$ cat src/rtl/counter_pkg.sv
// Shared types and helpers for the up/down counter block.
// Mode and run-state encodings used by the counter top and its bench.
package counter_pkg;

   typedef enum logic [1:0] {
      MODE_WRAP    = 2'b00,
      MODE_SAT     = 2'b01,
      MODE_ONESHOT = 2'b10
   } mode_t;

   typedef enum logic [1:0] {
      IDLE = 2'b00,
      RUN  = 2'b01,
      DONE = 2'b10
   } state_t;

   localparam logic DIR_UP   = 1'b0;
   localparam logic DIR_DOWN = 1'b1;

   // The unused encoding 2'b11 folds onto WRAP.
   function automatic mode_t decode_mode(input logic [1:0] m);
      mode_t r;
      case (m)
         2'b01:   r = MODE_SAT;
         2'b10:   r = MODE_ONESHOT;
         default: r = MODE_WRAP;
      endcase
      return r;
   endfunction

endpackage

$ cat src/rtl/updn_counter_ctrl_if.sv
// Control/status bundle between a timing client and the up/down counter.
// The master drives controls and compare bounds; the slave returns count and flags.
interface updn_counter_ctrl_if #(
   parameter int N       = 32,
   parameter int PRESC_W = 8
);
   logic               enable;
   logic               dec;
   logic               load;
   logic [N-1:0]       load_value;
   logic [1:0]         mode;
   logic [PRESC_W-1:0] presc_div;
   logic [N-1:0]       cmp_lo;
   logic [N-1:0]       cmp_hi;
   logic [N-1:0]       count;
   logic               tc_pulse;
   logic               done;
   logic               below_lo;
   logic               above_hi;
   logic               in_window;

   modport master (
      output enable, dec, load, load_value, mode, presc_div, cmp_lo, cmp_hi,
      input  count, tc_pulse, done, below_lo, above_hi, in_window
   );

   modport slave (
      input  enable, dec, load, load_value, mode, presc_div, cmp_lo, cmp_hi,
      output count, tc_pulse, done, below_lo, above_hi, in_window
   );
endinterface

$ cat src/rtl/updn_counter_ctrl_prescaler.sv
// Programmable tick divider: one tick every presc_div+1 cycles with run high.
// The phase is held while run is low, so a paused counter resumes mid-period.
module tick_prescaler #(
   parameter int PRESC_W = 8
) (
   input  logic               clock,
   input  logic               reset,
   input  logic               run_i,
   input  logic               clear_i,
   input  logic [PRESC_W-1:0] presc_div_i,
   output logic               tick_o
);

   logic [PRESC_W-1:0] presc_q, presc_d;

   // A clear (counter load) suppresses the tick of that cycle.
   assign tick_o = run_i && !clear_i && (presc_q == presc_div_i);

   always_comb begin
      presc_d = presc_q;
      if (clear_i)
         presc_d = '0;
      else if (run_i)
         presc_d = tick_o ? '0 : presc_q + 1'b1;
   end

   always_ff @(posedge clock) begin
      if (reset)
         presc_q <= '0;
      else
         presc_q <= presc_d;
   end

endmodule

$ cat src/rtl/updn_counter_ctrl.sv
// N-bit up/down counter with load, prescaler, wrap/saturate/one-shot modes,
// a registered terminal-count pulse and an unsigned low/high compare window.
module updn_counter_ctrl
   import counter_pkg::*;
#(
   parameter int N       = 32,
   parameter int PRESC_W = 8
) (
   input logic               clock,
   input logic               reset,
   updn_counter_ctrl_if.slave bus
);

   state_t       state_q;
   logic [N-1:0] count_q;
   logic         tc_q;
   logic         done_q;

   logic         run;
   logic         tick;
   logic         at_term;
   mode_t        mode_eff;
   logic [N-1:0] count_step;

   assign run        = (state_q == RUN) && bus.enable;
   assign mode_eff   = decode_mode(bus.mode);
   assign at_term    = (bus.dec == DIR_DOWN) ? (count_q == '0) : (count_q == '1);
   assign count_step = (bus.dec == DIR_DOWN) ? count_q - 1'b1 : count_q + 1'b1;

   tick_prescaler #(.PRESC_W(PRESC_W)) u_presc (
      .clock       (clock),
      .reset       (reset),
      .run_i       (run),
      .clear_i     (bus.load),
      .presc_div_i (bus.presc_div),
      .tick_o      (tick)
   );

   // Load outranks everything but reset and leaves IDLE/RUN untouched.
   always_ff @(posedge clock) begin
      if (reset) begin
         state_q <= IDLE;
         count_q <= '0;
         tc_q    <= 1'b0;
         done_q  <= 1'b0;
      end else if (bus.load) begin
         count_q <= bus.load_value;
         tc_q    <= 1'b0;
         if (state_q == DONE) begin
            state_q <= IDLE;
            done_q  <= 1'b0;
         end
      end else begin
         tc_q <= tick && at_term;
         case (state_q)
            IDLE: begin
               if (bus.enable)
                  state_q <= RUN;
            end
            RUN: begin
               if (!bus.enable) begin
                  state_q <= IDLE;
               end else if (tick) begin
                  // Wrap relies on natural modulo-2^N roll-over of count_step.
                  if (!at_term || mode_eff == MODE_WRAP)
                     count_q <= count_step;
                  if (at_term && mode_eff == MODE_ONESHOT) begin
                     state_q <= DONE;
                     done_q  <= 1'b1;
                  end
               end
            end
            DONE: begin
               state_q <= DONE;
            end
            default: begin
               state_q <= IDLE;
               done_q  <= 1'b0;
            end
         endcase
      end
   end

   assign bus.count     = count_q;
   assign bus.tc_pulse  = tc_q;
   assign bus.done      = done_q;
   assign bus.below_lo  = count_q < bus.cmp_lo;
   assign bus.above_hi  = count_q > bus.cmp_hi;
   assign bus.in_window = !bus.below_lo && !bus.above_hi;

endmodule

$ cat src/flat_wrapper.sv
// flat-port wrapper written by rule: the top's interface ports become plain ports
module updn_counter_ctrl_flat import counter_pkg::*;
#(
   parameter int N       = 32,
   parameter int PRESC_W = 8
)
  (clock, reset, bus_enable, bus_dec, bus_load, bus_load_value, bus_mode, bus_presc_div, bus_cmp_lo, bus_cmp_hi, bus_count, bus_tc_pulse, bus_done, bus_below_lo, bus_above_hi, bus_in_window);
  updn_counter_ctrl_if #(.N(N), .PRESC_W(PRESC_W)) bus_i ();
  input logic clock;
  input logic reset;
  input wire logic [$bits(bus_i.enable)-1:0] bus_enable;
  input wire logic [$bits(bus_i.dec)-1:0] bus_dec;
  input wire logic [$bits(bus_i.load)-1:0] bus_load;
  input wire logic [$bits(bus_i.load_value)-1:0] bus_load_value;
  input wire logic [$bits(bus_i.mode)-1:0] bus_mode;
  input wire logic [$bits(bus_i.presc_div)-1:0] bus_presc_div;
  input wire logic [$bits(bus_i.cmp_lo)-1:0] bus_cmp_lo;
  input wire logic [$bits(bus_i.cmp_hi)-1:0] bus_cmp_hi;
  output wire logic [$bits(bus_i.count)-1:0] bus_count;
  output wire logic [$bits(bus_i.tc_pulse)-1:0] bus_tc_pulse;
  output wire logic [$bits(bus_i.done)-1:0] bus_done;
  output wire logic [$bits(bus_i.below_lo)-1:0] bus_below_lo;
  output wire logic [$bits(bus_i.above_hi)-1:0] bus_above_hi;
  output wire logic [$bits(bus_i.in_window)-1:0] bus_in_window;
  assign bus_i.enable = bus_enable;
  assign bus_i.dec = bus_dec;
  assign bus_i.load = bus_load;
  assign bus_i.load_value = bus_load_value;
  assign bus_i.mode = bus_mode;
  assign bus_i.presc_div = bus_presc_div;
  assign bus_i.cmp_lo = bus_cmp_lo;
  assign bus_i.cmp_hi = bus_cmp_hi;
  assign bus_count = bus_i.count;
  assign bus_tc_pulse = bus_i.tc_pulse;
  assign bus_done = bus_i.done;
  assign bus_below_lo = bus_i.below_lo;
  assign bus_above_hi = bus_i.above_hi;
  assign bus_in_window = bus_i.in_window;
  updn_counter_ctrl #(.N(N), .PRESC_W(PRESC_W)) u_core (.clock(clock), .reset(reset), .bus(bus_i));
endmodule
$ cat config.mk
export PLATFORM = sky130hd
export DESIGN_NAME = updn_counter_ctrl_flat
export DESIGN_NICKNAME = d
export VERILOG_FILES = /design/src/rtl/counter_pkg.sv /design/src/rtl/updn_counter_ctrl_if.sv /design/src/rtl/updn_counter_ctrl_prescaler.sv /design/src/rtl/updn_counter_ctrl.sv /design/src/flat_wrapper.sv
export SDC_FILE = /design/constraint.sdc
export NUM_CORES = 1
export LEC_CHECK = 0
export ABC_CLOCK_PERIOD_IN_PS = 5600
export CAP_MARGIN = 20
export CORE_UTILIZATION = 25
export DETAILED_ROUTE_END_ITERATION = 12
export PLACE_DENSITY = 0.47
export SYNTH_ARGS = -nofsm -noshare
export SYNTH_HDL_FRONTEND = slang
export SYNTH_HIERARCHICAL = 1
export SYNTH_SLANG_ARGS = --single-unit
$ cat constraint.sdc
create_clock -name clock -period 5.6 [get_ports clock]
set_clock_uncertainty 0.05 [all_clocks]
set_input_delay 0.56 -clock clock [delete_from_list [all_inputs] [get_ports clock]]
set_output_delay 0.56 -clock clock [all_outputs]
set_load 0.05 [all_outputs]
==> impl_metrics.tcl, run 1 <==
set metrics [dict create \
    status "finished, final reports clean" \
    first_pass_iters 4 \
    clock_latency_ns 0.29 \
    slew_headroom_pct 41.8 \
    drive_above_1_share_pct 3.41 \
    io_pins 148 \
    hold_path_class "register to register" \
    critPathKind "input pin to output port" \
    use_met3_pct 1.96 \
    drc 0 \
    ys_ff_latch 44 \
    power_leakage_nw 3.41 \
    hold_ws_ns 0.465 \
    gp_congestion 0.871 \
    cts_setup_buffers 0 \
    final_min_period_over_clock_period_pct 76.1 \
    rows 54 \
    path_cells "clkdlybuf4s50_1, inv_1, ha_1, nand4_1, nor2_1, inv_1, nor4_1, o211a_1, o31ai_1, a31oi_1, clkdlybuf4s50_1" \
    synthTopCellsByArea "ha_1 (21%), dfxtp_1 (16%), a21oi_1 (6.1%), inv_1 (5.3%), nand2_1 (4.3%)" \
    final_cell_area_um2 7480 \
    drt_iter0_markers 302 \
    utilization_pct 34.3 \
    antenna_found_initial 0 \
    cts_tree "done" \
    fmax_mhz 235 \
    coreArea_um2 21800 \
    synth_cell_types 71 \
    start_kind "input pin" \
    die_area_um2 22900 \
    avgRoutedWirePerCell_um 17.8 \
    synth_edf_count 0 \
    setup_tns_ns 0 \
    grt_max_degree 47 \
    tightest_slew_ns 0.873 \
    cts_resized 0 \
    cp-end-kind "output port" \
    mostFrequentLayoutCells "clkdlybuf4s50_1 (146), ha_1 (95), inv_1 (79)" \
    power.density_nw_per_um2 163 \
    num_vias 5933 \
    port_buffers 147 \
    peakVddDrop_v 0.000117 \
    power_mw 1.22 \
    async_flop_share_pct 0 \
    synth_seq_area_share_pct 15.8 \
    cp.required_ns 4.99 \
    cp_slowest_cell "clkdlybuf4s50_1" \
    synth_simple_gate_area_share_pct 21.9 \
    hpwl_mm 16.0 \
    period_minus_slack_ns 4.26 \
    hold_viol 0 \
    cts_num_sinks 44 \
    critical_path_arrival_ns 3.65 \
    use_met1_pct 24.6 \
    cts_buffers 5 \
    setup_viol 0 \
    multi_input_area_um2 4280 \
    ant_nets 0 \
    holdPathStages 2 \
    wl_mm 20.7 \
    cpPeakStageDelay_ns 0.87 \
    synth_top_area_share_pct 21.4 \
    crit_path_max_fanout 3 \
    synth_cells 745 \
    start_util_pct 25.5 \
    synth_flop_cell "dfxtp_1" \
    path_clk_slew_ns 0.06 \
    die-width_um 151 \
    synth_top_family_by_area "compound AO/OA/AOI/OAI gates" \
    reg2reg_depth 9 \
    final_common_cell "clkdlybuf4s50_1" \
    yosysTopAreaCell "ha_1" \
    cts-htree-levels 2 \
    fill_cells 2346 \
    clockBufferDepth 2 \
    synth.net_count 952 \
    synth-adder-area-share_pct 21.7 \
    die_y_um 151 \
    cts_root_buffer "clkbuf_16" \
    rsz0062_at_grt "no" \
    cts_hold_buf 0 \
    grt_pass1_vias 5798 \
    dpl_cell_area_um2 7330 \
    synth-xor-area-share_pct 4.88 \
    grt-ovfl-total 0 \
    insertedDiodeCount 0 \
    ff_latch_area_um2 881 \
    max_cap_violations 0 \
    synth_mux_area_share_pct 0.765 \
    grt_pass1_wl_mm 31.6 \
    avgSynthCellArea_um2 7.47 \
    met2_usage_pct 30.6 \
    syn_area_um2 5560 \
    synth-compound-area-share_pct 27.6 \
    grtUsageTotal_pct 18.1 \
    grt-busiest-layer "met2" \
    vias_per_cell 5.11 \
    maxSlewViolCount 0 \
    nets 1087 \
    ys_warn_count 6 \
    syn_to_final_growth_pct 34.4 \
]
## power breakdown
part | switching [mW] | total (mW) | internal (mW) | leakage [nW]
registers | 0.0487 | 0.378 | 0.329 | 0.362
logic | 0.287 | 0.532 | 0.245 | 2.98
clock network | 0.130 | 0.309 | 0.178 | 0.0712
total | 0.466 | 1.22 | 0.752 | 3.41
## synth_stat cells (12+ instances only)
library cell  count
xnor2_1          24
nor2_1           49
a21o_1           31
inv_1            79
nand2_1          64
nand4_1          24
o21ai_0          33
a31oi_1          13
a21oi_1          68
nor4_1           20
ha_1             95
nand3_1          13
dfxtp_1          44
a311oi_1         12
clkbuf_1         19
and3_1           15
## state kept, by name, summed over array words and instances (netlist names)
name                    flops
u_core/bus.count           32
u_core/bus.done             1
u_core/bus.tc_pulse         1
u_core/state_q              2
u_core/u_presc/presc_q      8
## cell type report
type	count	share of cell area [%]
Tap cell	280	4.68
Timing Repair Buffer	155	20.4
Clock buffer	8	1.96
Inverter	79	3.97
Multi-Input combinational cell	595	57.2
Sequential cell	44	11.8
## metrics by stage
stage,std cells,worst slack (ns)
after floorplan,745,1.72
after CTS,1161,1.30
after global placement,1153,1.35
final,1161,1.34
after global routing,1161,1.17
after detailed placement,1153,1.31
## final timing paths
| path | startpoint | end | slack [ns] |
|---|---|---|---|
| min reg2reg | u_core/bus.done | u_core/bus.done | 0.46 |
| max | bus_cmp_hi[26] | bus_above_hi | 1.34 |
| max reg2reg | u_core/state_q[0] | u_core/bus.count[31] | 2.42 |
| min | u_core/bus.done | u_core/bus.done | 0.46 |
## cells by family after synthesis
logic type,count (synthesis)
muxes,4
buffers and inverters,106
adders and majority gates,96
AOI/OAI and AO/OA,231
and+or+nand+nor,233
xor gates and xnor gates,31
DFF,44
## metal layers
layer  vias to the layer above  routed length (um)  share of wire, %
li1                       3042                   -                 -
met1                      2746                9960                48
met2                       130                9580                46
met3                        15                 935               4.5
met4                         0                 238               1.1
met5                         -                   0                 0
## critical path: cells and delay by family
family | cells | cell delay (ns)
AND/OR/NAND/NOR | 3 | 0.74
adder cells (fa/ha/maj) | 1 | 0.30
buffers and inverters | 4 | 1.49
AO/OA/AOI/OAI | 3 | 0.56
Power figures use the tool's default switching activity.
==> run 2, diff against run 1 <==
--- a/config.mk
+++ b/config.mk
@@ -5,11 +5,11 @@
 export SDC_FILE = /design/constraint.sdc
 export NUM_CORES = 1
 export LEC_CHECK = 0
-export ABC_CLOCK_PERIOD_IN_PS = 5600
+export ABC_CLOCK_PERIOD_IN_PS = 3400
 export CAP_MARGIN = 20
 export CORE_UTILIZATION = 25
 export DETAILED_ROUTE_END_ITERATION = 12
-export PLACE_DENSITY = 0.47
+export PLACE_DENSITY = 0.48
 export SYNTH_ARGS = -nofsm -noshare
 export SYNTH_HDL_FRONTEND = slang
 export SYNTH_HIERARCHICAL = 1
==> constraint.sdc (replaced) <==
create_clock -name clock -period 3.4 [get_ports clock]
set_clock_uncertainty 0.05 [all_clocks]
set_input_delay 0.34 -clock clock [delete_from_list [all_inputs] [get_ports clock]]
set_output_delay 0.34 -clock clock [all_outputs]
set_load 0.05 [all_outputs]
==> impl_metrics.tcl, run 2 (synthesized netlist as in run 1, its figures left out) <==
set metrics [dict create \
    status "finished, final reports clean" \
    final_common_cell "clkdlybuf4s50_1" \
    cp.required_ns 3.01 \
    die_area_um2 22900 \
    fmax_mhz 307 \
    syn_to_final_growth_pct 42.9 \
    clockBufferDepth 2 \
    grt-ovfl-total 0 \
    start_util_pct 25.5 \
    critPathKind "input pin to output port" \
    rows 54 \
    mostFrequentLayoutCells "clkdlybuf4s50_1 (144), ha_1 (95), inv_1 (79)" \
    power_leakage_nw 3.71 \
    drive_above_1_share_pct 9.52 \
    grtUsageTotal_pct 18.8 \
    hold_ws_ns 0.452 \
    port_buffers 147 \
    cts_tree "done" \
    cts_num_sinks 44 \
    gp_congestion 0.836 \
    hpwl_mm 16.9 \
    cts_root_buffer "clkbuf_16" \
    grt_max_degree 47 \
    power.density_nw_per_um2 260 \
    preCtsSetupSlack_ns -0.00144 \
    grt_pass1_wl_mm 32.8 \
    wl_mm 21.3 \
    grt_pass1_vias 5859 \
    io_pins 148 \
    nets 1142 \
    rsz0062_at_grt "no" \
    largest_reg_flops 32 \
    tightest_slew_ns 0.576 \
    period_minus_slack_ns 3.26 \
    coreArea_um2 21800 \
    path_clk_slew_ns 0.06 \
    crit_path_max_fanout 2 \
    stdcell_count 1215 \
    num_vias 6048 \
    maxSlewViolCount 0 \
    dp_cells 1208 \
    avgRoutedWirePerCell_um 17.6 \
    cts_setup_buffers 0 \
    critical_path_arrival_ns 2.87 \
    hold_viol 0 \
    final_cell_area_um2 7950 \
    first_pass_iters 5 \
    cp-end-kind "output port" \
    clock_latency_ns 0.30 \
    drt_iter0_markers 322 \
    peakVddDrop_v 0.000170 \
    setup_ws_ns 0.138 \
    start_kind "input pin" \
    ant_nets 0 \
    setup_viol 0 \
    insertedDiodeCount 0 \
    antenna_found_initial 0 \
    cts_buffers 5 \
    vias_per_cell 4.98 \
    hold_path_class "register to register" \
    cts_hold_buf 0 \
    final_min_period_over_clock_period_pct 95.9 \
    cts_resized 0 \
    die-width_um 151 \
    cts-htree-levels 2 \
    dpl_cell_area_um2 7820 \
    drc 0 \
    max_cap_violations 0 \
    utilization_pct 36.4 \
    power_mw 2.07 \
    die_y_um 151 \
    setup_tns_ns 0 \
    slew_headroom_pct 61.5 \
]
## run 2: cell types whose count changed in the layout (fill, tap and decap cells not counted), sizes merged
| cell | delta |
|---|---|
| buf | +57 |
| clkbuf | -2 |
| clkinv | +1 |
| clkdlybuf4s50 | -2 |
## run 2: area by class of cell
cell class	instances	area (um2)
multi-input cells	595	4290
well taps	280	350
repair buffers	210	2000
flip-flops and latches	44	881
clock buffers	6	129
fillers	2360	13900
inverters	79	297
clock inverters	1	5.00
## run 2: routing by layer
layer | vias up | GRT usage (%) | part of all wire [%]
li1 | 3141 | - | -
met1 | 2756 | 27.6 | 51
met2 | 141 | 29.6 | 44
met3 | 10 | 2.14 | 4.7
met4 | 0 | 3.30 | 0.82
met5 | - | 0 | 0
## run 2: worst paths after layout
path	end	start	cells past startpoint	slack, ns
setup / recovery	bus_below_lo	bus_cmp_lo[9]	12	0.14
hold / removal	u_core/bus.done	u_core/bus.done	2	0.45
setup reg to reg	u_core/bus.count[28]	u_core/bus.count[0]	9	0.50
hold reg to reg	u_core/bus.done	u_core/bus.done	2	0.45
## run 2: worst max-delay path, cell delays in order
cell and delay [ns]:
clkdlybuf4s50_1 0.45, inv_1 0.04, ha_1 0.30, a21o_1 0.16, a21o_1 0.17, a211o_1 0.28
o211ai_1 0.10, a21oi_1 0.10, a211o_1 0.27, a31oi_1 0.29, and2_1 0.22, buf_12 0.15
## run 2: report_power, final
group	switching, mW	leakage [nW]	total (mW)	internal, mW
clock network	0.220	0.0667	0.488	0.268
logic	0.517	3.28	0.981	0.464
registers	0.0575	0.362	0.599	0.542
